### src/rtl/input_conditioner.sv
// Button front end: game tick generation plus per-channel synchronise, debounce,
// edge detect and optional hold-to-repeat. All outputs are registered.
module input_conditioner #(
  parameter int unsigned CHANNELS       = 5,
  parameter int unsigned TICK_DIV       = 6000,
  parameter int unsigned SYNC_STAGES    = 2,
  parameter int unsigned DEBOUNCE_TICKS = 20,
  parameter int unsigned REPEAT_DELAY   = 400,
  parameter int unsigned REPEAT_RATE    = 100
) (
  input  logic                clk,
  input  logic                reset,
  input  logic [CHANNELS-1:0] btn_raw,
  input  logic [CHANNELS-1:0] repeat_en,
  output logic                tick,
  output logic [CHANNELS-1:0] btn_level,
  output logic [CHANNELS-1:0] btn_press,
  output logic [CHANNELS-1:0] btn_release,
  output logic [CHANNELS-1:0] btn_repeat
);

  localparam int unsigned TICK_W  = $clog2(TICK_DIV);
  localparam int unsigned DB_W    = $clog2(DEBOUNCE_TICKS + 1);
  localparam int unsigned REP_MAX = (REPEAT_DELAY > REPEAT_RATE) ? REPEAT_DELAY : REPEAT_RATE;
  localparam int unsigned REP_W   = $clog2(REP_MAX + 1);

  localparam logic [1:0] ST_IDLE  = 2'd0;
  localparam logic [1:0] ST_DELAY = 2'd1;
  localparam logic [1:0] ST_RPT   = 2'd2;

  // ---------------------------------------------------------------------------
  // Tick divider. tick_event marks the edge on which all tick-paced logic
  // advances; the registered tick output rises on that same edge, so every
  // tick-paced output change lines up with the tick pulse.
  // ---------------------------------------------------------------------------
  logic [TICK_W-1:0] tick_cnt;
  logic              tick_event;

  assign tick_event = (tick_cnt == TICK_W'(TICK_DIV - 1));

  // Free-running 0..TICK_DIV-1 counter and registered tick pulse.
  always_ff @(posedge clk or posedge reset) begin
    if (reset) begin
      tick_cnt <= '0;
      tick     <= 1'b0;
    end else begin
      tick     <= tick_event;
      tick_cnt <= tick_event ? '0 : tick_cnt + TICK_W'(1);
    end
  end

  // ---------------------------------------------------------------------------
  // Input synchroniser. Only the last stage (sync) is used downstream.
  // ---------------------------------------------------------------------------
  logic [CHANNELS-1:0] sync_ff [SYNC_STAGES];
  logic [CHANNELS-1:0] sync;

  assign sync = sync_ff[SYNC_STAGES-1];

  // Multi-flop synchroniser chain for the asynchronous button pins.
  always_ff @(posedge clk or posedge reset) begin
    if (reset) begin
      for (int k = 0; k < SYNC_STAGES; k++) begin
        sync_ff[k] <= '0;
      end
    end else begin
      sync_ff[0] <= btn_raw;
      for (int k = 1; k < SYNC_STAGES; k++) begin
        sync_ff[k] <= sync_ff[k-1];
      end
    end
  end

  // ---------------------------------------------------------------------------
  // Debounce. The level only follows sync after it has differed on
  // DEBOUNCE_TICKS consecutive ticks; press/release are produced alongside the
  // level change so they coincide with the first cycle of the new level.
  // ---------------------------------------------------------------------------
  logic [DB_W-1:0]     db_cnt     [CHANNELS];
  logic [DB_W-1:0]     db_cnt_nxt [CHANNELS];
  logic [CHANNELS-1:0] level_nxt;
  logic [CHANNELS-1:0] press_nxt;
  logic [CHANNELS-1:0] release_nxt;

  // Next debounce count, level and edge pulses for every channel.
  always_comb begin
    level_nxt   = btn_level;
    press_nxt   = '0;
    release_nxt = '0;
    for (int i = 0; i < CHANNELS; i++) begin
      db_cnt_nxt[i] = db_cnt[i];
      if (tick_event) begin
        if (sync[i] != btn_level[i]) begin
          if (db_cnt[i] + DB_W'(1) == DB_W'(DEBOUNCE_TICKS)) begin
            db_cnt_nxt[i]  = '0;
            level_nxt[i]   = ~btn_level[i];
            press_nxt[i]   = ~btn_level[i];
            release_nxt[i] = btn_level[i];
          end else begin
            db_cnt_nxt[i] = db_cnt[i] + DB_W'(1);
          end
        end else begin
          db_cnt_nxt[i] = '0;
        end
      end
    end
  end

  // Debounce state and the level/edge output registers.
  always_ff @(posedge clk or posedge reset) begin
    if (reset) begin
      for (int i = 0; i < CHANNELS; i++) begin
        db_cnt[i] <= '0;
      end
      btn_level   <= '0;
      btn_press   <= '0;
      btn_release <= '0;
    end else begin
      for (int i = 0; i < CHANNELS; i++) begin
        db_cnt[i] <= db_cnt_nxt[i];
      end
      btn_level   <= level_nxt;
      btn_press   <= press_nxt;
      btn_release <= release_nxt;
    end
  end

  // ---------------------------------------------------------------------------
  // Hold-to-repeat FSM per channel. It looks at the *next* level so that a
  // release on the same tick as a due repeat wins and suppresses the pulse,
  // and it is entered on the press edge itself so counting starts at the
  // following tick.
  // ---------------------------------------------------------------------------
  logic [1:0]          rep_state     [CHANNELS];
  logic [1:0]          rep_state_nxt [CHANNELS];
  logic [REP_W-1:0]    rep_cnt       [CHANNELS];
  logic [REP_W-1:0]    rep_cnt_nxt   [CHANNELS];
  logic [CHANNELS-1:0] repeat_nxt;

  // Repeat FSM next state, counter and pulse.
  always_comb begin
    repeat_nxt = '0;
    for (int i = 0; i < CHANNELS; i++) begin
      rep_state_nxt[i] = rep_state[i];
      rep_cnt_nxt[i]   = rep_cnt[i];
      if (!level_nxt[i] || !repeat_en[i]) begin
        rep_state_nxt[i] = ST_IDLE;
        rep_cnt_nxt[i]   = '0;
      end else begin
        case (rep_state[i])
          ST_IDLE: begin
            if (press_nxt[i]) begin
              rep_state_nxt[i] = ST_DELAY;
              rep_cnt_nxt[i]   = '0;
            end
          end
          ST_DELAY: begin
            if (tick_event) begin
              if (rep_cnt[i] + REP_W'(1) == REP_W'(REPEAT_DELAY)) begin
                repeat_nxt[i]    = 1'b1;
                rep_state_nxt[i] = ST_RPT;
                rep_cnt_nxt[i]   = '0;
              end else begin
                rep_cnt_nxt[i] = rep_cnt[i] + REP_W'(1);
              end
            end
          end
          ST_RPT: begin
            if (tick_event) begin
              if (rep_cnt[i] + REP_W'(1) == REP_W'(REPEAT_RATE)) begin
                repeat_nxt[i]  = 1'b1;
                rep_cnt_nxt[i] = '0;
              end else begin
                rep_cnt_nxt[i] = rep_cnt[i] + REP_W'(1);
              end
            end
          end
          default: begin
            rep_state_nxt[i] = ST_IDLE;
            rep_cnt_nxt[i]   = '0;
          end
        endcase
      end
    end
  end

  // Repeat FSM state register and registered repeat pulse.
  always_ff @(posedge clk or posedge reset) begin
    if (reset) begin
      for (int i = 0; i < CHANNELS; i++) begin
        rep_state[i] <= ST_IDLE;
        rep_cnt[i]   <= '0;
      end
      btn_repeat <= '0;
    end else begin
      for (int i = 0; i < CHANNELS; i++) begin
        rep_state[i] <= rep_state_nxt[i];
        rep_cnt[i]   <= rep_cnt_nxt[i];
      end
      btn_repeat <= repeat_nxt;
    end
  end

endmodule

### config.mk
export PLATFORM = sky130hd
export DESIGN_NAME = input_conditioner
export DESIGN_NICKNAME = d
export VERILOG_FILES = /design/src/rtl/input_conditioner.sv
export SDC_FILE = /design/constraint.sdc
export NUM_CORES = 1
export LEC_CHECK = 0
export ABC_AREA = 1
export BUFFER_PORTS_ARGS = -buffer_cell sky130_fd_sc_hd__buf_2
export CAP_MARGIN = 20
export CORE_MARGIN = 3
export CORE_UTILIZATION = 30
export DETAILED_ROUTE_END_ITERATION = 8
export GPL_TIMING_DRIVEN = 0
export MAX_ROUTING_LAYER = met4
export PLACE_DENSITY = 0.49
export SYNTH_ARGS = -nofsm -noshare
export SYNTH_HDL_FRONTEND = slang
export SYNTH_SLANG_ARGS = --single-unit
### constraint.sdc
create_clock -name clk -period 3.6 [get_ports clk]
set_input_delay 0.54 -clock clk [delete_from_list [all_inputs] [get_ports clk]]
set_output_delay 0.54 -clock clk [all_outputs]
set_load 0.01 [all_outputs]
Word level (Yosys, flattened, before mapping). Index checks and enable logic that the tools add are counted.

Bits in registers: 124. Logic and storage cells: 271. Output and inout bits: 21.

Bitwise operators: 5. Equal/unequal tests: 56. Reductions and logical operators: 30. Add/subtract/negate cells: 11. Multiplexer cells: 146.

Operators with widths (count): 9-bit two-way mux (30); 9-bit one-hot mux with 3 select lines (5); 1-bit two-way mux (70); 3-bit inequality test, second input constant (20); 5-bit two-way mux (10); 9-bit by 1-bit adder with 9-bit output, second input constant (5); 9-bit by 7-bit == test with 1-bit output, second input constant (5); 9-bit == test, second input constant (5); 2-bit two-way mux (20); 2-bit one-hot mux with 3 select lines (5); 5-bit by 1-bit adder with 5-bit output, second input constant (5); 5-bit == test, second input constant (5); 4-bit AND reduction (5); 3-bit AND reduction (5); 13-bit by 1-bit adder with 13-bit output, second input constant (1); 13-bit == test, second input constant (1); 13-bit two-way mux (1); 2-bit by 1-bit == test with 1-bit output, second input constant (5); 2-bit == test, second input constant (5); 1-bit logical NOT (10); 2-bit logical NOT (5); 2-bit inequality test, second input constant (5); 1-bit one-hot mux with 2 select lines (5); 1-bit logical OR (5); other kinds (2) (10).

Longest topological paths before layout. Gate-level depths: netlist of the first run.

Depth after elaboration: 9. Gate-level depth with buffers: 16. Mapped depth without buffers: 16.

Least setup slack after synthesis of the first run. No wires, ideal clock.

Kind: register to register. Start point: reg tick_cnt[0]. End point: reg rep_cnt[35] (netlist name). Library setup time: 0.118 ns. Cell stages (with the launch flop): 15. Path buffers: 2. Arrival: 1.752 ns. Period minus slack after synthesis: 1.870 ns. Slack: 1.730 ns. Path through: dfrtp_1 ha_1 nand2_2 nor2_4 nand2_2 nor2_4 buf_6 nand3_2 nand2_1 nand2_2 nand4_2 nand3_2 buf_6 nand2_1 o21ai_2.

Cells in the longest elaborated chain, start to end: 6. Elaborated cells on any way between the ends: 10. Classes of those cells: 4 x eq/ne; 3 x mux; 3 x reduce/logical.

Ends and longest elaborated chain: start: declaration (line 36) `logic [TICK_W-1:0] tick_cnt;`; start signal: assignment (line 48) `tick_cnt <= tick_event ? '0 : tick_cnt + TICK_W'(1);`; 13-bit == test * (line 39) `assign tick_event = (tick_cnt == TICK_W'(TICK_DIV - 1));`; 1-bit two-way mux * (line 92) `if (tick_event) begin`; named net level_nxt[1] (line 81) `logic [CHANNELS-1:0] level_nxt;`; 1-bit logical NOT * (line 146) `if (!level_nxt[i] || !repeat_en[i]) begin`; 1-bit logical OR * (line 146); 3-bit inequality test (no line); 3-bit AND reduction (no line); end signal: indexed assignment (line 198) `rep_cnt[i] <= rep_cnt_nxt[i];`; end: declaration (line 136) `logic [REP_W-1:0] rep_cnt [CHANNELS];`.

Mark *: on every way through the listed nets, which the timed path passes. The rest lies on a longest branch. A chain may end at the register's enable or synchronous reset.

Worst setup path after layout of the first run.
Start point: reg tick_cnt[0]. End point: reg rep_cnt[0] (netlist name).

Cells in the longest elaborated chain, start to end: 6. Elaborated cells on any way between the ends: 10. Classes of those cells: 4 x eq/ne; 3 x mux; 3 x reduce/logical.

Ends and longest elaborated chain (line): 13-bit == test * (39); 1-bit two-way mux (92); 1-bit logical NOT (146); 1-bit logical OR (146); 3-bit inequality test (no line); 3-bit AND reduction (no line).

Every way passes the cells marked *; elsewhere a longest branch is shown, timed or not.

==> results.md, run 1 <==
- XOR/XNOR Fraction of Synth Area: 0.0125
- Die X: approximately 170 um
- GPL Wtd Cong: a little over 0.8
- Clock sinks: 124
- Max stage delay on crit path: about 0.39 ns
- Synth Instances: 1044
- Largest delay contributor family on the critical path: simple AND/OR/NAND/NOR gates
- Initial Util: 0.306
- Pre-antenna DRT Iters: 4
- Period Utilization, post-route: 0.664
- Final ANT Viol Nets: 0
- Critical Path Source Type: register
- Final Slew Violations: 0
- Top cell type's share of synthesized area: 0.403
- Post-synthesis cell area: between 7000 and 8000 sq um
- Number of H-tree levels: 4
- DP HPWL: around 13 mm
- Leak Pwr: approximately 4.5 nW
- # resized after CTS: 0
- Compound-Gate Fraction of Synth Area: 0.0691
- Vias in the first global route: about 6300
- Maximum vdd drop: about 0.00021 V
- Hold_buf cts: 0
- Setup violations, final: 0
- Post-Synth Simple-Gate Area: 0.364
- Seq cells post-synth: 124
- CORE AREA: between 20000 and 30000 sq um
- Worst-path cell chain: ha_1 > nand2_2 > nor2_4 > nand3_1 > nor2_2 > inv_2 > buf_6 > nand4_1 > nand3_2 > buf_4 > nand2_1 > o21ai_0
- Worst setup margin: 1.21 ns
- Clock-pin slew on the worst setup and hold paths: approximately 0.060 ns
- Number of inserted diodes: 0
- Critical path's slowest cell: dfrtp_1
- Critical Path Fanout Max: 10
- Worst path bufs/invs: 3
- Hold WS: around 0.13 ns
- Residual DRC count: 0
- Req. time, crit path: approximately 3.9 ns
- Area leader, netlist: dfrtp_1
- Area Overhead vs Synth: 15.5%
- Unique masters post-synth: 42
- DP Cell Count: 1409
- Non-Filler Instances: roughly 1400
- Total routed wirelength: 17.2 mm
- Number of fill cells: 2645
- Most numerous cell in the Yosys netlist: nand2_1
- Post-CTS setup buffers: 0
- Post-synthesis mux area share: 0
- Sequential area share after synthesis: 0.403
- Final hold violation count: 0
- Pwr Density: about 350 nW/um^2
- Vias per cell: 4.51
- Clock Latency Late Sink: approximately 0.42 ns
- FMAX: 0.418 GHz
- Status: complete, no violations
- Gr ovfl total: 0
- Kind of critical path: register to register
- Slew margin rel.: 0.614
- Post-synth EDFFs: 0
- # rows: 58
- Setup tns final: 0 ns
- Syn avg cell area: 7.38 sq um
- CP endpoint kind: register
- Initial DRC count: between 300 and 400
- Stages on the worst setup path: 12
- Die Height: 166 um
- Max Cap Viol: 0
- Initial antenna violation count: 0
- Arr. time, crit path: between 2 and 3 ns
- Yosys warns: 0
- Asr flop ratio synth: 1.00
- Largest family of logic cells by synthesized area: simple AND/OR/NAND/NOR gates
- Post-Syn Nets: 1093
- PortBufs: 32
- DR WL/cell: about 12 um
- Total GRT Usage: 0.135
- Area contributors post-synth: dfrtp_1, nand2_1, inv_1
- Synth Area in Adders: 0.0601
- Tmin final: approximately 2.4 ns
- Num CTS Buffers: 17
- RSZ-0062 raised after global routing: false
- Hold Crit Class: input pin to async pin
- Post-synth top cells: nand2_1, inv_1, dfrtp_1, nor2_1, nand3_1
- Post-synth top flop: dfrtp_1
- Final #Nets: 1147
- # IOs: 33
- Total Die Area: between 20000 and 30000 sq um
- Skew final: 0.0128 ns
- CTS Buffer Depth: 2
- R2R depth: 12
- CTS root buf: clkbuf_16
- First-pass GRT wire length: between 30 and 40 mm
- CTS tree: yes
- Largest net degree at the start of global routing: 39
- Vias: approximately 6500
- DP Worst Slack: approximately 1.1 ns
- Layout cell share with drive strength beyond 1: 0.106
- Slew of the pin with the lowest slew margin: 0.578 ns
[flip-flops by register name, summed over array words and instances, names as in the netlist]
register and flops:
btn_press 5, tick 1, rep_state 10, tick_cnt 13, btn_repeat 5, sync_ff 5
btn_level 5, sync 5, db_cnt 25, rep_cnt 45, btn_release 5
[per-stage QoR]
stage / power [mW] / util / cell area, sq um
2_1_floorplan: 1.45 / - / 7700
3_3_place_gp: 1.48 / 0.329 / 8280
3_5_place_dp: 1.48 / 0.331 / 8340
4_1_cts: 3.15 / 0.353 / 8890
5_1_grt: 3.22 / 0.353 / 8890
6_report: 3.09 / 0.353 / 8890
[placed cells by master (no fill, tap or decap), types with 3 or more instances in the layout]
cell / n
nand3_4: 3
dfrtp_1: 124
clkbuf_16: 17
o31ai_1: 3
nand3_2: 6
buf_2: 34
nand3_1: 97
buf_12: 3
clkinv_2: 5
a21oi_1: 10
clkbuf_1: 8
o21ai_1: 29
nor2_4: 8
xor2_1: 5
ha_1: 37
a22o_1: 3
nand2_1: 310
nand4_1: 36
nor2_1: 111
nor4_1: 4
xnor2_1: 6
nand2_2: 10
inv_1: 154
nand2_4: 5
nor2_2: 3
o32ai_1: 5
o21bai_1: 14
clkbuf_8: 4
nand3b_1: 4
o21ai_0: 17
nor3_1: 9
buf_6: 7
[path summary, 6_finish.rpt]
| check | from | end | slack, ns |
|---|---|---|---|
| max in group asynchronous | reset | rep_state[9] | 2.39 |
| max | tick_cnt[0] | rep_cnt[0] | 1.21 |
| min | reset | rep_cnt[31] | 0.13 |
| min in group clk | btn_raw[2] | sync_ff[7] | 0.23 |
| max reg2reg | tick_cnt[0] | rep_cnt[0] | 1.21 |
| min reg2reg | sync_ff[6] | sync[1] | 0.35 |
[layout make-up]
class / count / area [sq um] / area share
Timing Repair Buffer: 35 / 220 / 0.0248
Clock buffer: 25 / 495 / 0.0557
Multi-Input combinational cell: 748 / 3890 / 0.438
Clock inverter: 7 / 62.6 / 0.00703
Buffer: 14 / 111 / 0.0125
Sequential cell: 124 / 3100 / 0.349
Tap cell: 330 / 413 / 0.0464
Inverter: 158 / 597 / 0.0671
[kinds of logic (layout without fill, tap and decap cells)]
family / Yosys count / in the layout
buffers and inverters: 172 / 239
AOI/OAI and AO/OA: 88 / 88
adders and majority gates: 37 / 37
DFF: 124 / 124
xor gates and xnor gates: 11 / 11
and+or+nand+nor: 612 / 612
[where the power goes]
part | internal [mW] | switching, mW
logic | 0.0127 | 0.0389
clock network | 1.02 | 0.618
registers | 1.40 | 0.00420
total | 2.43 | 0.661
[per-layer routing]
metal	wire, um	up-vias	GRT usage
met2	7940	63	0.214
met5	0	-	-
met4	55	0	0.0297
li1	-	3456	-
met3	508	2	0.0319
met1	8680	2984	0.176
Power figures use the tool's default switching activity.
==> run 2: changes to the inputs <==
--- a/config.mk
+++ b/config.mk
@@ -5,7 +5,7 @@
 export SDC_FILE = /design/constraint.sdc
 export NUM_CORES = 1
 export LEC_CHECK = 0
-export ABC_AREA = 1
+export ABC_AREA = 0
 export BUFFER_PORTS_ARGS = -buffer_cell sky130_fd_sc_hd__buf_2
 export CAP_MARGIN = 20
 export CORE_MARGIN = 3
==> constraint.sdc (replaced) <==
create_clock -name clk -period 2.2 [get_ports clk]
set_input_delay 0.33 -clock clk [delete_from_list [all_inputs] [get_ports clk]]
set_output_delay 0.33 -clock clk [all_outputs]
set_load 0.01 [all_outputs]
==> run 2 against run 1 <==
  * Critical path depth fell by 2
  * The run now ends with setup timing left
  * Register-to-register slack got worse by 1.4 ns
  * Utilization rose by 7.3 points
  * Via count fell by 1.3%
  * Highest routed layer unchanged
  * Non-clock buffer count rose by 87
  * Cell count fell by 12%
  * Sequential power rose by 64%
  * Flip-flop and latch count did not move
  * Setup slack got worse by 1.4 ns
  * Largest power group unchanged
  * Worst hold slack got worse by 0.11 ns
  * First-iteration DRC count rose by 5.7%
  * Clock-buffer cell count fell by 7
==> results.md, run 2 <==
- Skew final: 0.00614 ns (was 0.0128 ns)
- Number of inserted diodes: 0 (unchanged)
- Hold WS: 0.0198 ns (was 0.128 ns)
- Setup violations, final: 49 (was 0)
- CTS tree: yes (unchanged)
- Pre-antenna DRT Iters: 4 (unchanged)
- Total GRT Usage: 0.150 (was 0.135)
- Die Height: 164 um (was 166 um)
- Failing checks: setup timing
- Post-synthesis cell area: 7510 sq um (was 7700 sq um)
- Final hold violation count: 0 (unchanged)
- Yosys warns: 0 (unchanged)
- Critical path startpoint: tick_cnt[11] (was tick_cnt[0])
- Area contributors post-synth: dfrtp_1, ha_1, o21ai_0 (was dfrtp_1, nand2_1, inv_1)
- Initial DRC count: 388 (was 367)
- Seq cells post-synth: 124 (unchanged)
- Biggest regs: rep_cnt x45, db_cnt x25, tick_cnt x13 (unchanged)
- FMAX: 0.411 GHz (was 0.418 GHz)
- Final Power: 5.68 mW (was 3.09 mW)
- Worst setup margin: -0.231 ns (was 1.21 ns)
- Final core utilization: 0.426 (was 0.353)
- Sequential area share after synthesis: 0.413 (was 0.403)
- Post-synth EDFFs: 0 (unchanged)
- Hold Path Stages: 1
- Clock Latency Late Sink: 0.42 ns (about the same)
- Num CTS Buffers: 17 (unchanged)
- Post-synth top cells: dfrtp_1, nand2_1, o21ai_0, nor2_1, nand3_1 (was nand2_1, inv_1, dfrtp_1, nor2_1, nand3_1)
- Final #Nets: 984 (was 1147)
- DP Worst Slack: -0.610 ns (was 1.14 ns)
- Status: finished with violations (was complete, no violations)
- Clock-pin slew on the worst setup and hold paths: 0.06 ns (about the same)
- Most flops, register: rep_cnt (unchanged)
- Slew margin rel.: 0.485 (was 0.614)
- R2R depth: 10 (was 12)
- Tmin final: 2.43 ns (was 2.39 ns)
- Area Overhead vs Synth: 38.6% (was 15.5%)
- CP endpoint kind: register (unchanged)
- Arr. time, crit path: 2.74 ns (was 2.68 ns)
- Setup tns final: -5.41 ns (was 0 ns)
- Maximum vdd drop: 0.000374 V (was 0.000210 V)
- Total Die Area: 27000 sq um (was 27600 sq um)
- Reg2reg start: tick_cnt[11] (was tick_cnt[0])
- Max Cap Viol: 0 (unchanged)
- Post-synth top flop: dfrtp_1 (unchanged)
- Final ANT Viol Nets: 0 (unchanged)
- Critical Path Source Type: register (unchanged)
- Most common cell after layout, fill and taps aside: dfrtp_1 (was nand2_1)
- Residual DRC count: 0 (unchanged)
- Most numerous cell in the Yosys netlist: dfrtp_1 (was nand2_1)
- First-pass GRT wire length: 31.7 mm (was 30.2 mm)
- CTS Buffer Depth: 2 (unchanged)
- Hold_sp: btn_raw[0]
- Kind of critical path: register to register (unchanged)
- Synth Instances: 813 (was 1044)
- # rows: 57 (was 58)
- Initial Util: 0.307 (was 0.306)
- Slew of the pin with the lowest slew margin: 0.771 ns (was 0.578 ns)
- Vias in the first global route: 6128 (was 6336)
- Final Slew Violations: 0 (unchanged)
- Total routed wirelength: 19.4 mm (was 17.2 mm)
- Leak Pwr: 4.31 nW (was 4.45 nW)
- Hold Crit Class: input pin to register (was input pin to async pin)
- Unique masters post-synth: 82 (was 42)
- Critical Path Fanout Max: 5 (was 10)
- Worst Hold Path EP: sync_ff[5]
- DP HPWL: 12.2 mm (was 12.6 mm)
- Gr ovfl total: 0 (unchanged)
- PortBufs: 32 (unchanged)
- Post-Syn Nets: 862 (was 1093)
- Die X: 164 um (was 166 um)
- DR WL/cell: 15.3 um (was 11.9 um)
- Number of H-tree levels: 4 (unchanged)
- Initial antenna violation count: 0 (unchanged)
- Clock sinks: 124 (unchanged)
- Syn avg cell area: 9.24 sq um (was 7.38 sq um)
- Area leader, netlist: dfrtp_1 (unchanged)
- Asr flop ratio synth: 1.00 (unchanged)
- Vias: 6418 (was 6505)
- FF-to-FF setup slack: -0.23 ns (was 1.21 ns)
- CTS root buf: clkbuf_16 (unchanged)
- Top cell type's share of synthesized area: 0.413 (was 0.403)
- Period Utilization, post-route: 1.11 (was 0.664)
- Largest net degree at the start of global routing: 39 (unchanged)
- Req. time, crit path: 2.51 ns (was 3.89 ns)
- Layout cell share with drive strength beyond 1: 0.333 (was 0.106)
- Largest register FFs: 45 (unchanged)
- # IOs: 33 (unchanged)
- GPL Wtd Cong: 0.804 (was 0.830)
- Highest-count cells in the layout ignoring fill and taps: dfrtp_1, nand2_1, buf_4 (was nand2_1, inv_1, dfrtp_1)
- R2r endpoint: rep_state[9] (was rep_cnt[0])
- RSZ-0062 raised after global routing: true (was false)
- Vias per cell: 5.05 (was 4.51)
- Pwr Density: 545 nW/um^2 (was 347 nW/um^2)
- CORE AREA: 24500 sq um (was 25200 sq um)
-- run 2: per-stage QoR --
| stage | area, sq um | cells |
|---|---|---|
| floorplan | 7640 | 813 |
| global placement | 8200 | 1169 |
| detailed placement | 8260 | 1172 |
| CTS | 9860 | 1246 |
| global route | 10400 | 1272 |
| finish | 10400 | 1272 |
-- run 2: power breakdown --
| part | switching, mW | internal (mW) | total (mW) |
|---|---|---|---|
| sequential | 0.0106 | 2.29 | 2.30 |
| combinational | 0.0663 | 0.0299 | 0.0962 |
| clock | 1.12 | 2.16 | 3.28 |
| total | 1.20 | 4.48 | 5.68 |
-- run 2: worst max-delay path by stage --
stage                     depth (start not counted)            to  slack [ns]
after floorplan                                  11   rep_cnt[40]       -0.04
after global placement                            2   rep_cnt[18]       -0.92
after detailed placement                         12   rep_cnt[31]       -0.61
after CTS                                        10   rep_cnt[21]       -0.21
after global routing                             10   rep_cnt[16]       -0.34
final                                            10  rep_state[9]       -0.23
-- run 2: cell type report --
cell class	count	area, sq um
buffer	25	194
clock buffer	18	439
clock inverter	14	241
fill	2351	14000
inverter	38	151
multi-input combinational	618	4950
sequential	124	3120
tap	324	405
timing repair buffer	111	918
-- run 2: worst max-delay path, stage by stage (launching register included) --
cell      delay [ns]
dfrtp_1         0.41
nor4b_4         0.34
nand4b_4        0.23
clkinv_4        0.15
buf_12          0.14
buf_12          0.10
nand2_4         0.04
or3_4           0.34
a221o_1         0.35
mux2i_1         0.16
nor2_1          0.06
-- run 2: routing by layer --
metal,part of all wire,GRT usage
met1,0.47,0.199
met2,0.48,0.237
met3,0.033,0.0308
met4,0.0097,0.0350
met5,0,-
-- run 2: logic make-up (layout without fill, tap and decap cells) --
family | count (synthesis) | in the layout | synth area share
buffers and inverters | 71 | 206 | 0.0395
XOR/XNOR | 28 | 28 | 0.0326
AND/OR/NAND/NOR | 333 | 333 | 0.248
multiplexers | 14 | 14 | 0.0191
AO/OA/AOI/OAI | 206 | 206 | 0.186
adder cells (fa/ha/maj) | 37 | 37 | 0.0616
flip-flops | 124 | 124 | 0.413
-- run 2: repair_timing --
action | 4_1_cts | 5_1_grt
setup buffers | 44 | 34
hold endpoints to repair | 3 | 0
gates resized for setup | 127 | 113
endpoints found under the setup margin | 97 | 85
pin swaps | 45 | 43
gates cloned | 2 | 0
hold buffers | 3 | 0
==> run 3: changes to the inputs <==
--- a/config.mk
+++ b/config.mk
@@ -7,12 +7,12 @@
 export LEC_CHECK = 0
 export ABC_AREA = 0
 export BUFFER_PORTS_ARGS = -buffer_cell sky130_fd_sc_hd__buf_2
-export CAP_MARGIN = 20
+export CAP_MARGIN = 0
 export CORE_MARGIN = 3
 export CORE_UTILIZATION = 30
+export CTS_BUF_LIST = sky130_fd_sc_hd__clkbuf_2 sky130_fd_sc_hd__clkbuf_4 sky130_fd_sc_hd__clkbuf_8
 export DETAILED_ROUTE_END_ITERATION = 8
 export GPL_TIMING_DRIVEN = 0
-export MAX_ROUTING_LAYER = met4
 export PLACE_DENSITY = 0.49
 export SYNTH_ARGS = -nofsm -noshare
 export SYNTH_HDL_FRONTEND = slang
==> run 3 against run 2 <==
  * The flow still finishes with violations (setup timing)
  * Largest cell class unchanged
  * Highest routed layer unchanged
  * Clock power shrank 28%
  * Flip-flop and latch count unchanged
  * Combinational power rose by 2.7%
  * Global-route usage is 0.41 points lower
  * Clock skew up 0.0054 ns
  * Die area is the same
  * Sequential power hardly changed
  * Register-to-register slack better by 0.04 ns
==> results.md, run 3 (synthesis results as in run 2) <==
- Status: finished with violations (unchanged)
- Failing checks: setup timing (unchanged)
- Number of fill cells: 2376 (was 2351)
- Num CTS Buffers: 17 (unchanged)
- Pwr Density: 462 nW/um^2 (was 545 nW/um^2)
- DP Cell Count: 1172 (unchanged)
- Initial antenna violation count: 0 (unchanged)
- Die Height: 164 um (unchanged)
- R2r endpoint: rep_state[8] (was rep_state[9])
- RSZ-0062 raised after global routing: true (unchanged)
- DR WL/cell: 15.1 um (was 15.3 um)
- FMAX: 0.418 GHz (was 0.411 GHz)
- Worst path bufs/invs: 2 (was 3)
- Final hold violation count: 0 (unchanged)
- Die X: 164 um (unchanged)
- Number of H-tree levels: 4 (unchanged)
- Reg2reg start: tick_cnt[4] (was tick_cnt[11])
- Hold Crit Class: input pin to async pin (was input pin to register)
- Clock-pin slew on the worst setup and hold paths: 0.08 ns (was 0.06 ns)
- Final ANT Viol Nets: 0 (unchanged)
- Number of inserted diodes: 0 (unchanged)
- Area Overhead vs Synth: 36.9% (was 38.6%)
- First-pass GRT wire length: 31.8 mm (was 31.7 mm)
- Max stage delay on crit path: 0.45 ns (was 0.41 ns)
- FF-to-FF setup slack: -0.19 ns (was -0.23 ns)
- Req. time, crit path: 2.54 ns (was 2.51 ns)
- Critical path's slowest cell: dfrtp_2 (was dfrtp_1)
- Vias in the first global route: 6198 (was 6128)
- Setup violations, final: 45 (was 49)
- Largest delay contributor family on the critical path: simple AND/OR/NAND/NOR gates (unchanged)
- Kind of critical path: register to register (unchanged)
- # IOs: 33 (unchanged)
- CTS Buffer Depth: 2 (unchanged)
- Biggest regs: rep_cnt x45, db_cnt x25, tick_cnt x13 (unchanged)
- Slew margin rel.: 0.497 (was 0.485)
- Slew of the pin with the lowest slew margin: 0.753 ns (was 0.771 ns)
- Tmin final: 2.39 ns (was 2.43 ns)
- CP endpoint kind: register (unchanged)
- Critical Path Source Type: register (unchanged)
- Area occupied by multi-input gates: 4930 sq um (was 4950 sq um)
- Clock Latency Late Sink: 0.45 ns (was 0.42 ns)
- Final Slew Violations: 0 (unchanged)
- Placed Instance Area: 8260 sq um (unchanged)
- PortBufs: 32 (unchanged)
- Period Utilization, post-route: 1.09 (was 1.11)
- Residual DRC count: 0 (unchanged)
- Leak Pwr: 4.28 nW (was 4.31 nW)
- Arr. time, crit path: 2.74 ns (about the same)
- Initial Util: 0.307 (unchanged)
- R2R depth: 9 (was 10)
- Non-Filler Instances: 1289 (was 1272)
- Pre-antenna DRT Iters: 4 (unchanged)
- GPL Wtd Cong: 0.793 (was 0.804)
- Gr ovfl total: 0 (unchanged)
- Initial DRC count: 325 (was 388)
- Total routed wirelength: 19.4 mm (about the same)
- Clock sinks: 124 (unchanged)
- Total GRT Usage: 0.146 (was 0.150)
- Worst-path cell chain: nor4b_4 > nand4b_4 > clkinv_4 > buf_12 > nand2_4 > or3_4 > a221o_1 > mux2i_1 > nor2_1 (was nor4b_4 > nand4b_4 > clkinv_4 > buf_12 > buf_12 > nand2_4 > or3_4 > a221o_1 > mux2i_1 > nor2_1)
- Final #Nets: 1001 (was 984)
- CTS tree: yes (unchanged)
- Most flops, register: rep_cnt (unchanged)
- Max Cap Viol: 0 (unchanged)
- Total Die Area: 27000 sq um (unchanged)
- # rows: 57 (unchanged)
- Largest register FFs: 45 (unchanged)
- CTS root buf: clkbuf_8 (was clkbuf_16)
- Most common cell after layout, fill and taps aside: dfrtp_1 (unchanged)
- Vias per cell: 5.06 (was 5.05)
- CORE AREA: 24500 sq um (unchanged)
- Seq. cell area: 3120 sq um (about the same)
- Critical Path Fanout Max: 5 (unchanged)
- Maximum vdd drop: 0.000272 V (was 0.000374 V)
- Final Power: 4.76 mW (was 5.68 mW)
- DP HPWL: 12.3 mm (was 12.2 mm)
- Worst setup margin: -0.192 ns (was -0.231 ns)
- Layout cell share with drive strength beyond 1: 0.336 (was 0.333)
- Largest net degree at the start of global routing: 39 (unchanged)
- Final non-filler cell area: 10300 sq um (was 10400 sq um)
- Highest-count cells in the layout ignoring fill and taps: dfrtp_1, nand2_1, buf_4 (unchanged)
- Vias: 6522 (was 6418)
- Skew final: 0.0116 ns (was 0.00614 ns)
[run 3: power breakdown]
group | total (mW) | internal (mW) | switching [mW] | leakage [nW]
Clock | 2.36 | 1.35 | 1.02 | 0.218
Sequential | 2.30 | 2.29 | 0.0110 | 1.68
Combinational | 0.0988 | 0.0322 | 0.0666 | 2.39
[run 3: cell type report]
cell class,instances,share of cell area
clock inverters,15,0.0215
multi-input cells,618,0.479
clock buffers,17,0.0227
well taps,324,0.0394
flip-flops and latches,124,0.303
repair buffers,128,0.102
plain buffers,25,0.0178
inverters,38,0.0147
[run 3: through the flow]
stage | hold slack (ns) | TNS [ns] | setup slack [ns] | utilization
floorplan | 0.331 | -0.0811 | -0.0353 | -
global placement | 0.337 | -124.75 | -0.921 | 0.335
detailed placement | 0.336 | -36.00 | -0.617 | 0.338
CTS | 0.0143 | -5.79 | -0.242 | 0.399
global route | 0.0506 | -12.77 | -0.312 | 0.421
finish | 0.000767 | -5.17 | -0.192 | 0.421
[run 3: per-layer routing]
metal | up-vias | wire length, um | global-route usage
li1 | 3240 | - | -
met5 | - | 0 | 0
met4 | 0 | 231 | 0.0392
met1 | 3188 | 9490 | 0.199
met3 | 17 | 519 | 0.0308
met2 | 77 | 9200 | 0.236
[run 3: how the worst max path moves through the flow]
stage | start | to | slack [ns] | cells past startpoint
after floorplan | tick_cnt[0] | rep_cnt[40] | -0.04 | 11
after global placement | reset | rep_cnt[18] | -0.92 | 2
after detailed placement | tick_cnt[0] | rep_cnt[31] | -0.62 | 12
after CTS | tick_cnt[11] | rep_cnt[21] | -0.24 | 10
after global routing | db_cnt[10] | rep_cnt[21] | -0.31 | 7
final | tick_cnt[4] | rep_state[8] | -0.19 | 9
[run 3: what timing repair did]
item | 4_1_cts | 5_1_grt
pin swaps | 56 | 39
hold buffers | 5 | 0
cloned | 1 | 0
gates resized for setup | 133 | 102
buffers inserted | 57 | 38
setup endpoints to repair | 97 | 74
hold endpoints to repair | 5 | 0
